**src/rtl/imm_alu_sequencer_pkg.sv**
```systemverilog
// Shared encodings for the immediate/register ALU sequencer: opcodes,
// ALU modes, FSM states and the opcode decoder.
package imm_alu_sequencer_pkg;

  localparam logic [3:0] OP_LD  = 4'h0;
  localparam logic [3:0] OP_ST  = 4'h1;
  localparam logic [3:0] OP_MR  = 4'h2;
  localparam logic [3:0] OP_MI  = 4'h3;
  localparam logic [3:0] OP_SUM = 4'h4;
  localparam logic [3:0] OP_SMI = 4'h5;
  localparam logic [3:0] OP_SB  = 4'h6;
  localparam logic [3:0] OP_SBI = 4'h7;
  localparam logic [3:0] OP_ANR = 4'h8;
  localparam logic [3:0] OP_ANI = 4'h9;
  localparam logic [3:0] OP_ORR = 4'hA;
  localparam logic [3:0] OP_ORI = 4'hB;
  localparam logic [3:0] OP_XRR = 4'hC;
  localparam logic [3:0] OP_XRI = 4'hD;
  localparam logic [3:0] OP_CM  = 4'hE;
  localparam logic [3:0] OP_CMI = 4'hF;

  typedef enum logic [2:0] {
    ALU_ADD, ALU_SUB, ALU_AND, ALU_OR, ALU_XOR, ALU_CMP, ALU_PASS_B
  } alu_mode_e;

  typedef enum logic [1:0] {
    ST_IDLE, ST_READ, ST_EXEC, ST_WRITE
  } state_e;

  typedef struct packed {
    logic      legal;
    logic      use_imm;
    logic      writes;
    logic      sets_flags;
    alu_mode_e mode;
  } op_ctl_t;

  // Every immediate-form opcode has bit 0 set; register forms have it clear.
  function automatic op_ctl_t decode_op(input logic [3:0] op);
    op_ctl_t c;
    c.legal      = 1'b1;
    c.use_imm    = op[0];
    c.writes     = 1'b1;
    c.sets_flags = 1'b1;
    c.mode       = ALU_PASS_B;
    case (op)
      OP_LD, OP_ST: begin
        c.legal      = 1'b0;
        c.writes     = 1'b0;
        c.sets_flags = 1'b0;
      end
      OP_MR, OP_MI:   c.sets_flags = 1'b0;
      OP_SUM, OP_SMI: c.mode = ALU_ADD;
      OP_SB, OP_SBI:  c.mode = ALU_SUB;
      OP_ANR, OP_ANI: c.mode = ALU_AND;
      OP_ORR, OP_ORI: c.mode = ALU_OR;
      OP_XRR, OP_XRI: c.mode = ALU_XOR;
      OP_CM, OP_CMI: begin
        c.mode   = ALU_CMP;
        c.writes = 1'b0;
      end
      default: ;
    endcase
    return c;
  endfunction

endpackage

```
**src/rtl/imm_alu_sequencer_alu_core.sv**
```systemverilog
// Combinational ALU: add/sub/compare with carry-borrow, bitwise logic,
// pass-through of B; zero reflects the DATA_W-bit result.
module alu_core
  import imm_alu_sequencer_pkg::*;
#(
  parameter int DATA_W = 8
) (
  input  logic [DATA_W-1:0] a,
  input  logic [DATA_W-1:0] b,
  input  logic [2:0]        mode,
  output logic [DATA_W-1:0] y,
  output logic              carry,
  output logic              zero
);

  logic [DATA_W:0] ext;

  // Compute result and carry for the selected mode.
  always_comb begin
    // NOTE: every output gets a default before the case, so no path can
    // leave a value unassigned and infer a latch.
    ext   = '0;
    y     = '0;
    carry = 1'b0;
    case (alu_mode_e'(mode))
      ALU_ADD: begin
        ext   = {1'b0, a} + {1'b0, b};
        y     = ext[DATA_W-1:0];
        carry = ext[DATA_W];
      end
      // The extra top bit of the widened difference is the borrow (a < b).
      ALU_SUB, ALU_CMP: begin
        ext   = {1'b0, a} - {1'b0, b};
        y     = ext[DATA_W-1:0];
        carry = ext[DATA_W];
      end
      ALU_AND:    y = a & b;
      ALU_OR:     y = a | b;
      ALU_XOR:    y = a ^ b;
      ALU_PASS_B: y = b;
      default:    y = '0;
    endcase
    zero = (y == '0);
  end

endmodule

```
**src/rtl/imm_alu_sequencer.sv**
```systemverilog
// Multi-cycle execute unit: IDLE -> READ -> EXEC -> WRITE, with a small
// register file, zero/carry flags and illegal-opcode reporting. WRITE
// accepts a new start directly so back-to-back issue runs at 3 cycles each.
module imm_alu_sequencer
  import imm_alu_sequencer_pkg::*;
#(
  parameter int DATA_W = 8,
  parameter int NREG   = 4,
  localparam int REG_AW = $clog2(NREG)
) (
  input  logic              clk,
  input  logic              rst,
  input  logic              start,
  input  logic [3:0]        opcode,
  input  logic [REG_AW-1:0] rd,
  input  logic [REG_AW-1:0] rs,
  input  logic [DATA_W-1:0] imm,
  output logic              busy,
  output logic              done,
  output logic              illegal,
  output logic [DATA_W-1:0] result,
  output logic              zero_flag,
  output logic              carry_flag,
  input  logic [REG_AW-1:0] dbg_addr,
  output logic [DATA_W-1:0] dbg_data
);

  state_e            state_q, state_d;
  logic [3:0]        op_q, op_d;
  logic [REG_AW-1:0] rd_q, rd_d, rs_q, rs_d;
  logic [DATA_W-1:0] imm_q, imm_d, a_q, a_d, b_q, b_d;
  logic [DATA_W-1:0] result_q, result_d;
  logic              zero_q, zero_d, carry_q, carry_d;
  logic              busy_q, busy_d, done_q, done_d, illegal_q, illegal_d;
  logic [DATA_W-1:0] regs_q [NREG];
  logic [DATA_W-1:0] regs_d [NREG];

  op_ctl_t           ctl;
  logic [DATA_W-1:0] alu_y;
  logic              alu_carry, alu_zero;

  assign ctl = decode_op(op_q);

  alu_core #(.DATA_W(DATA_W)) u_alu (
    .a     (a_q),
    .b     (b_q),
    .mode  (ctl.mode),
    .y     (alu_y),
    .carry (alu_carry),
    .zero  (alu_zero)
  );

  // Next-state, operand, result, flag and register-file update logic.
  always_comb begin
    state_d   = state_q;
    op_d      = op_q;
    rd_d      = rd_q;
    rs_d      = rs_q;
    imm_d     = imm_q;
    a_d       = a_q;
    b_d       = b_q;
    result_d  = result_q;
    zero_d    = zero_q;
    carry_d   = carry_q;
    done_d    = 1'b0;
    illegal_d = 1'b0;
    regs_d    = regs_q;
    case (state_q)
      ST_READ: begin
        a_d     = regs_q[rd_q];
        b_d     = ctl.use_imm ? imm_q : regs_q[rs_q];
        state_d = ST_EXEC;
      end
      ST_EXEC: begin
        if (ctl.legal) result_d = alu_y;
        if (ctl.sets_flags) begin
          zero_d  = alu_zero;
          carry_d = alu_carry;
        end
        done_d    = 1'b1;
        illegal_d = ~ctl.legal;
        state_d   = ST_WRITE;
      end
      ST_WRITE: begin
        if (ctl.writes) regs_d[rd_q] = result_q;
        state_d = ST_IDLE;
      end
      default: ;
    endcase
    // Capture a new instruction from IDLE, or straight out of WRITE.
    if ((state_q == ST_IDLE || state_q == ST_WRITE) && start) begin
      op_d    = opcode;
      rd_d    = rd;
      rs_d    = rs;
      imm_d   = imm;
      state_d = ST_READ;
    end
    busy_d = (state_d != ST_IDLE);
  end

  // All state, including the register file, clears on reset.
  always_ff @(posedge clk or posedge rst) begin
    if (rst) begin
      state_q   <= ST_IDLE;
      op_q      <= '0;
      rd_q      <= '0;
      rs_q      <= '0;
      imm_q     <= '0;
      a_q       <= '0;
      b_q       <= '0;
      result_q  <= '0;
      zero_q    <= 1'b0;
      carry_q   <= 1'b0;
      busy_q    <= 1'b0;
      done_q    <= 1'b0;
      illegal_q <= 1'b0;
      // NOTE: the register file is architecturally visible state that must
      // read 0 after reset, so it is built from resettable flops, not a RAM.
      for (int i = 0; i < NREG; i++) regs_q[i] <= '0;
    end else begin
      // NOTE: non-blocking assignments throughout, so every flop samples
      // pre-edge values regardless of statement order.
      state_q   <= state_d;
      op_q      <= op_d;
      rd_q      <= rd_d;
      rs_q      <= rs_d;
      imm_q     <= imm_d;
      a_q       <= a_d;
      b_q       <= b_d;
      result_q  <= result_d;
      zero_q    <= zero_d;
      carry_q   <= carry_d;
      busy_q    <= busy_d;
      done_q    <= done_d;
      illegal_q <= illegal_d;
      for (int i = 0; i < NREG; i++) regs_q[i] <= regs_d[i];
    end
  end

  assign busy       = busy_q;
  assign done       = done_q;
  assign illegal    = illegal_q;
  assign result     = result_q;
  assign zero_flag  = zero_q;
  assign carry_flag = carry_q;
  assign dbg_data   = regs_q[dbg_addr];

endmodule

```
**config.mk**
```make
export PLATFORM = sky130hd
export DESIGN_NAME = imm_alu_sequencer
export DESIGN_NICKNAME = d
export VERILOG_FILES = /design/src/rtl/imm_alu_sequencer_pkg.sv /design/src/rtl/imm_alu_sequencer_alu_core.sv /design/src/rtl/imm_alu_sequencer.sv
export SDC_FILE = /design/constraint.sdc
export NUM_CORES = 1
export LEC_CHECK = 0
export ABC_AREA = 0
export BUFFER_PORTS_ARGS = -buffer_cell sky130_fd_sc_hd__buf_2
export CAP_MARGIN = 20
export CORE_ASPECT_RATIO = 0.5
export CORE_MARGIN = 1.5
export CORE_UTILIZATION = 30
export CTS_BUF_LIST = sky130_fd_sc_hd__clkbuf_16
export DETAILED_ROUTE_END_ITERATION = 8
export GPL_TIMING_DRIVEN = 0
export HOLD_SLACK_MARGIN = 0.12
export REMOVE_ABC_BUFFERS = 1
export SYNTH_ARGS = -nofsm -noshare
export SYNTH_HDL_FRONTEND = slang
export SYNTH_SLANG_ARGS = --single-unit
```
**constraint.sdc**
```tcl
create_clock -name clk -period 3.1 [get_ports clk]
set_input_delay 0 -clock clk [delete_from_list [all_inputs] [get_ports clk]]
set_output_delay 0 -clock clk [all_outputs]
set_load 0.05 [all_outputs]
```
==> impl_metrics.json, run 1 <==
{
  "grt-ovfl-total": 0,
  "pre_cts_ws_ns": 0.127,
  "final_nets": 524,
  "crit_chain": "ha_1, fa_1, a211oi_2, nor2_1, a311o_1, a32o_1, a2bb2oi_1, nor4b_2, a32o_2",
  "globalplace.congestion": 0.842,
  "clk_latency_ns": 0.33,
  "fin_worst_skew_ns": 0.00460,
  "outcome": "finished clean",
  "required_ns": 3.32,
  "cts_tree": "done",
  "cts.clk_slew.worst_paths_ns": 0.06,
  "synth-edff-count": 0,
  "ys_seq_elements": 79,
  "root_buffer": "clkbuf_16",
  "vias_per_cell": 5.11,
  "h-tree-depth": 3,
  "ys_warn_count": 0,
  "hold_depth": 3,
  "tightest_slew_ns": 1.02,
  "critPathMaxFanout": 5,
  "syn_area_per_cell_sq_um": 11.6,
  "r2r_cells": 9,
  "area_delta_synth_final_pct": 17.7,
  "dr.pass1.iters": 4,
  "die_x_microns": 183,
  "yosys.cell_types.count": 58,
  "path_class": "reg2reg",
  "track_usage": 0.139,
  "clock_sinks": 79,
  "slew_viol_final": 0,
  "dr_total_vias": 3466,
  "setup_slack_ns": 0.192,
  "endpoint_kind": "flop",
  "fin_crit_sh": 0.938,
  "grt_pass1_wl_microns": 18300,
  "grt_pass1_vias": 3478,
  "numPortBuffers": 41,
  "drc": 0,
  "synth-main-ff-cell": "dfrtp_1",
  "postRouteWirelength_microns": 11300,
  "clockBufferDepth": 2,
  "syn_area_sq_mm": 0.00484,
  "fmax_ghz": 0.344,
  "coreArea_sq_mm": 0.0156,
  "grt_start_max_net_pins": 73,
  "hold_viol_final": 0,
  "setup_viol": 0,
  "critical_path_arrival_ns": 3.13,
  "synthCells": 418,
  "detail-route-antenna-nets": 0,
  "post_cts_buffers": 0,
  "start_kind": "flop",
  "setup_tns_ns": 0,
  "slew_headroom": 0.323,
  "chipHeight_microns": 92.8,
  "dp_hpwl_microns": 8050,
  "postLayoutCoreUtil": 0.366,
  "synth_seq_area_share": 0.408,
  "ioPinCount": 42,
  "wl_per_cell_microns": 16.7,
  "cap_viol_max_count": 0,
  "die_area_sq_mm": 0.0170,
  "antenna_found_initial": 0,
  "async_flop_share": 1.00,
  "slowest_stage": "dfrtp_1",
  "rsz0062_at_grt": "no",
  "nFillCells": 1525,
  "hp-class": "in2reg",
  "drt-initial-drc-count": 187,
  "start_util": 0.311,
  "antennaDiodeCount": 0,
  "cts_made_buffers": 9,
  "fin_crit_ns": 2.91,
  "slowest_delay_ns": 0.44,
  "drive_above_1_share": 0.306,
  "rows": 32
}
-- cells in the mapped netlist, types with 6 or more instances --
library cell / n / area (sq um)
mux4_2: 24 / 541
dfrtp_1: 79 / 1980
clkbuf_1: 14 / 52.6
inv_1: 29 / 109
nor2_1: 23 / 86.3
mux2_2: 53 / 597
mux2i_1: 9 / 90.1
ha_1: 32 / 400
o21ai_0: 18 / 90.1
nand3_1: 7 / 35.0
a21oi_1: 27 / 135
o21bai_1: 6 / 45.0
nand2_1: 28 / 105
-- placed cells by master, fill, tap and decap left out, types with 2 or more instances in the layout --
cell           instances
a21oi_1               27
clkinv_2               2
a221oi_1               3
mux2i_1                9
o31ai_1                2
nand3b_1               3
dfrtp_1               79
nor2_1                23
buf_2                 41
ha_1                  32
nand4b_1               2
nand2b_1               3
inv_1                 28
o221ai_1               2
a21o_1                 2
clkbuf_16              9
fa_1                   2
nand2_1               28
clkinvlp_4             4
nor3_1                 4
o21a_1                 2
o211ai_1               2
mux4_2                24
nor2b_1                3
a221oi_2               2
o21ai_0               18
mux2_2                53
nand3_1                7
a211oi_1               2
dlygate4sd3_1         18
o21bai_1               6
-- cell families (layout without fill, tap and decap cells) --
group           Yosys count  in the layout  share of synthesized area
xor+xnor                  2              2                    0.00362
flops                    79             79                      0.408
fa+ha+maj                34             34                     0.0909
simple gates             81             81                     0.0814
mux                      86             86                      0.253
compound gates           87             87                      0.121
buf+inv                  49            105                     0.0413
-- per-layer routing --
layer	global-route usage	share of wire
met2	0.232	0.48
met1	0.182	0.46
met4	0.0537	0.019
met3	0.0236	0.049
met5	0	0
-- path summary, 6_finish.rpt --
kind	start	to	slack, ns
setup reg to reg	b_q[0]	zero_flag	0.19
hold reg to reg	imm_q[3]	imm_q[3]	0.51
setup / recovery	b_q[0]	zero_flag	0.19
max in group asynchronous	rst	op_q[3]	1.84
min in group asynchronous	rst	a_q[1]	0.69
hold / removal	imm[3]	imm_q[3]	0.43
-- worst max-delay path, delay by kind of cell, from the launching register on --
kind / cells / cell delay (ns)
compound gates: 5 / 1.32
fa+ha+maj: 2 / 0.72
flops: 1 / 0.44
simple gates: 2 / 0.31
-- sequential cells by signal (all words and copies together) (netlist names) --
name and flops:
rd_q 2, op_q 4, regs_q 32, zero_flag 1, imm_q 8, rs_q 2, busy 1, b_q 8
carry_flag 1, a_q 8, state_q 2, illegal 1, result 8, done 1
-- what timing repair did --
| action | in CTS | in global routing |
|---|---|---|
| endpoints found under the setup margin | 0 | 1 |
| resized for setup | 0 | 1 |
| hold buffers | 18 | 0 |
| hold endpoints to repair | 95 | 0 |
-- per-stage QoR --
step | hold slack, ns | instances | instance area [sq um]
detailed placement | -0.0983 | 644 | 5240
finish | 0.433 | 678 | 5700
floorplan | 0.151 | 398 | 4750
CTS | 0.428 | 678 | 5700
global placement | 0.232 | 643 | 5210
global route | 0.447 | 678 | 5700
-- area by class of cell --
class,instances,area (sq um),share of cell area
Clock buffer,9,225,0.0395
Tap cell,204,255,0.0448
Clock inverter,7,48.8,0.00856
Multi-Input combinational cell,290,2670,0.469
Inverter,29,111,0.0195
Timing Repair Buffer,60,413,0.0724
Sequential cell,79,1980,0.347
Power of run 1 is left out: the tool's default activity adds up to more than one toggle a clock period on the data nets, which glitch-free logic cannot reach.
==> run 2: changes to the inputs <==
--- a/config.mk
+++ b/config.mk
@@ -15,6 +15,7 @@
 export DETAILED_ROUTE_END_ITERATION = 8
 export GPL_TIMING_DRIVEN = 0
 export HOLD_SLACK_MARGIN = 0.12
+export MAX_ROUTING_LAYER = met4
 export REMOVE_ABC_BUFFERS = 1
 export SYNTH_ARGS = -nofsm -noshare
 export SYNTH_HDL_FRONTEND = slang
==> constraint.sdc (replaced) <==
create_clock -name clk -period 3.1 [get_ports clk]
set_input_delay 0 -clock clk [delete_from_list [all_inputs] [get_ports clk]]
set_output_delay 0 -clock clk [all_outputs]
set_load 0.1 [all_outputs]
==> impl_metrics.json, run 2 (synthesis gave the netlist of run 1 again) <==
{
  "outcome": "finished clean",
  "required_ns": 3.32,
  "nFillCells": 1493,
  "hp-class": "in2reg",
  "cap_viol_max_count": 0,
  "wl_per_cell_microns": 17.2,
  "slew_viol_final": 0,
  "postLayoutCoreUtil": 0.371,
  "grt-ovfl-total": 0,
  "vias_per_cell": 5.19,
  "cts_tree": "done",
  "drt-initial-drc-count": 248,
  "cts.clk_slew.worst_paths_ns": 0.06,
  "dr_total_vias": 3516,
  "final_common_cell": "dfrtp_1",
  "post_cts_buffers": 0,
  "fin_worst_skew_ns": 0.00542,
  "grt_pass1_vias": 3437,
  "hold_viol_final": 0,
  "fin_crit_sh": 0.944,
  "grt_use_met1": 0.201,
  "grt_start_max_net_pins": 74,
  "fin_crit_ns": 2.92,
  "postRouteWirelength_microns": 11700,
  "grt_busiest_layer": "met2",
  "dp_hpwl_microns": 8240,
  "globalplace.congestion": 0.897,
  "root_buffer": "clkbuf_16",
  "detail-route-antenna-nets": 0,
  "track_usage": 0.148,
  "dr.pass1.iters": 4,
  "critical_path_arrival_ns": 3.14,
  "r2r_slack_ns": 0.18,
  "die_x_microns": 183,
  "h-tree-depth": 3,
  "clockBufferDepth": 2,
  "fmax_ghz": 0.342,
  "die_area_sq_mm": 0.0170,
  "cts_made_buffers": 9,
  "grt_pass1_wl_microns": 18900,
  "rows": 32,
  "clk_latency_ns": 0.33,
  "start_kind": "flop",
  "grt.met3_usage": 0.0189,
  "setup_tns_ns": 0,
  "start_util": 0.311,
  "antennaDiodeCount": 0,
  "layout_common_cells": "dfrtp_1 (79), mux2_2 (53), buf_2 (41), ha_1 (32)",
  "area_delta_synth_final_pct": 19.3,
  "critPathMaxFanout": 5,
  "ioPinCount": 42,
  "tightest_slew_ns": 1.03,
  "clock_sinks": 79,
  "use_met2": 0.236,
  "chipHeight_microns": 92.8,
  "endpoint_kind": "flop",
  "path_class": "reg2reg",
  "setup_viol": 0,
  "top_register": "regs_q",
  "numPortBuffers": 41,
  "drc": 0,
  "largest_reg_flops": 32,
  "slew_headroom": 0.313,
  "drive_above_1_share": 0.306,
  "final_nets": 524,
  "coreArea_sq_mm": 0.0156,
  "antenna_found_initial": 0,
  "rsz0062_at_grt": "no"
}
-- run 2: worst max-delay path, cell delays in order, from the launching register on --
cell and delay (ns):
dfrtp_1 0.44, ha_1 0.28, fa_1 0.43, a211oi_2 0.28, nor2_1 0.14, a311o_1 0.40
a32o_1 0.23, a2bb2oi_1 0.17, nor4b_2 0.18, a32o_2 0.27
-- run 2: area by class of cell --
cell class                      instances  area [sq um]  area share
Multi-Input combinational cell        290          2680       0.463
Sequential cell                        79          1980       0.342
Timing Repair Buffer                   60           413      0.0715
Tap cell                              204           255      0.0442
Clock buffer                            9           225      0.0390
Clock inverter                          7           120      0.0208
Inverter                               29           111      0.0193
-- run 2: per-layer routing --
layer	up-vias	routed length, microns
li1	1644	-
met1	1778	5570
met2	82	5510
met3	12	439
met4	0	147
met5	-	0
-- run 2: per-stage QoR --
step	instance area, sq um	setup slack (ns)	cells	hold WS (ns)
after floorplan	4750	0.444	398	0.151
after global placement	5210	0.127	643	0.231
after detailed placement	5240	0.116	644	-0.103
after CTS	5770	0.103	678	0.427
after global routing	5780	0.0811	678	0.445
final	5780	0.175	678	0.434
-- run 2: worst paths after layout --
check,from,end,cells after the start
worst max-delay path,b_q[0],zero_flag,9
worst min-delay path,imm[4],imm_q[4],3
worst max register to register,b_q[0],zero_flag,9
worst min register to register,imm_q[3],imm_q[3],1
max in group asynchronous,rst,carry_flag,5
min in group asynchronous,rst,a_q[1],4
-- run 2: timing repair --
item                       in CTS  in global routing
gates resized for setup         0                  2
hold buffers                   18                  0
setup endpoints to repair       0                  1
hold endpoints to repair       95                  0
Power of run 2 is left out for the same reason.
==> run 3: changes to the inputs <==
--- a/config.mk
+++ b/config.mk
@@ -6,13 +6,13 @@
 export NUM_CORES = 1
 export LEC_CHECK = 0
 export ABC_AREA = 0
-export BUFFER_PORTS_ARGS = -buffer_cell sky130_fd_sc_hd__buf_2
 export CAP_MARGIN = 20
 export CORE_ASPECT_RATIO = 0.5
 export CORE_MARGIN = 1.5
 export CORE_UTILIZATION = 30
 export CTS_BUF_LIST = sky130_fd_sc_hd__clkbuf_16
 export DETAILED_ROUTE_END_ITERATION = 8
+export DONT_BUFFER_PORTS = 1
 export GPL_TIMING_DRIVEN = 0
 export HOLD_SLACK_MARGIN = 0.12
 export MAX_ROUTING_LAYER = met4
==> impl_metrics.json, run 3 (synthesis gave the netlist of run 1 again) <==
{
  "cts_tree": "done",
  "wl_per_cell_microns": 17.6,
  "cap_viol_max_count": 0,
  "fin_worst_skew_ns": 0.00848,
  "die_x_microns": 183,
  "crit_chain": "inv_1, ha_1, o21a_1, a221oi_2, nor2_1, or4_1, nor4b_2, a32o_2",
  "dr_total_vias": 3314,
  "top_register": "regs_q",
  "start_kind": "flop",
  "fin_cells": 638,
  "tightest_slew_ns": 1.09,
  "drt-initial-drc-count": 256,
  "postRouteWirelength_microns": 11200,
  "drc": 0,
  "seq_area_sq_mm": 0.00198,
  "path_class": "reg2reg",
  "antennaDiodeCount": 0,
  "dr.pass1.iters": 4,
  "slew_viol_final": 0,
  "fin_crit_ns": 2.92,
  "coreArea_sq_mm": 0.0156,
  "outcome": "finished clean",
  "hold_viol_final": 0,
  "largest_reg_flops": 32,
  "grt_pass1_wl_microns": 18100,
  "cts.clk_slew.worst_paths_ns": 0.06,
  "layout_common_cells": "dfrtp_1 (79), mux2_2 (53), ha_1 (32), nand2_1 (28), inv_1 (28)",
  "r2r_slack_ns": 0.18,
  "start_util": 0.311,
  "clockBufferDepth": 2,
  "rows": 32,
  "grt_pass1_vias": 3272,
  "path_buf_inv": 1,
  "critical_path_arrival_ns": 3.20,
  "clock_sinks": 79,
  "cts_made_buffers": 9,
  "crit_path_start": "op_q[2]",
  "endpoint_kind": "flop",
  "track_usage": 0.143,
  "final_cell_area_sq_mm": 0.00552,
  "globalplace.congestion": 0.837,
  "setup_viol": 0,
  "slowest_delay_ns": 0.54,
  "grt-ovfl-total": 0,
  "fin_crit_sh": 0.943,
  "rsz0062_at_grt": "no",
  "critPathMaxFanout": 12,
  "multi_input_area_sq_mm": 0.00267,
  "hp-class": "in2async",
  "final_common_cell": "dfrtp_1",
  "numPortBuffers": 0,
  "dp_hpwl_microns": 8030,
  "setup_tns_ns": 0,
  "ioPinCount": 42,
  "timing.rr.start": "op_q[2]",
  "clk_latency_ns": 0.34,
  "detail-route-antenna-nets": 0,
  "area_delta_synth_final_pct": 13.9,
  "nFillCells": 1482,
  "die_area_sq_mm": 0.0170,
  "grt_start_max_net_pins": 74,
  "drive_above_1_share": 0.240,
  "critPathTopFamily": "compound AO/OA/AOI/OAI gates",
  "vias_per_cell": 5.19,
  "chipHeight_microns": 92.8,
  "fmax_ghz": 0.342,
  "final_nets": 484,
  "h-tree-depth": 3,
  "slew_headroom": 0.271,
  "dp.cells": 603,
  "dpl_cell_area_sq_mm": 0.00504,
  "slowest_stage": "or4_1",
  "antenna_found_initial": 0,
  "postLayoutCoreUtil": 0.354,
  "root_buffer": "clkbuf_16",
  "required_ns": 3.37
}
-- run 3: changes by cell type in the layout (fill, tap and decap cells not counted) --
cell	before	now
bufinv_16	3	0
a2111oi_1	0	1
buf_4	0	1
a2111oi_2	1	0
buf_2	41	0
clkinv_4	2	0
inv_8	0	2
inv_6	1	4
-- run 3: repair_timing --
action / in CTS / in global routing
hold buffers: 18 / 0
endpoints found under the hold margin: 95 / 0
resized for setup: 0 / 1
setup buffers: 0 / 1
setup endpoints to repair: 0 / 1
-- run 3: per-stage QoR --
| stage | worst slack [ns] | hold slack (ns) |
|---|---|---|
| after floorplan | 0.444 | 0.151 |
| after global placement | 0.147 | 0.152 |
| after detailed placement | 0.116 | -0.221 |
| after CTS | 0.108 | 0.242 |
| after global routing | 0.0133 | 0.258 |
| final | 0.178 | 0.193 |
-- run 3: layout make-up --
cell class / count / share of cell area
sequential: 79 / 0.358
inverter: 29 / 0.0202
multi-input combinational: 290 / 0.484
clock inverter: 7 / 0.0111
clock buffer: 9 / 0.0408
timing repair buffer: 20 / 0.0390
tap: 204 / 0.0463
-- run 3: layer usage --
| metal | share of wire | global-route usage |
|---|---|---|
| met3 | 0.033 | 0.0252 |
| met1 | 0.47 | 0.180 |
| met5 | 0 | - |
| met2 | 0.47 | 0.238 |
| met4 | 0.020 | 0.0441 |
-- run 3: worst paths after layout --
| check | endpoint | cells after the start |
|---|---|---|
| setup / recovery | zero_flag | 8 |
| hold / removal | b_q[2] | 3 |
| setup reg to reg | zero_flag | 8 |
| hold reg to reg | imm_q[0] | 1 |
| max in group asynchronous | a_q[1] | 3 |
| min in group clk | rd_q[1] | 2 |
-- run 3: worst min-delay path: cells and delay by family --
family / cells / cell delay (ns)
buf+inv: 3 / 0.92
Power of run 3 is left out for the same reason.
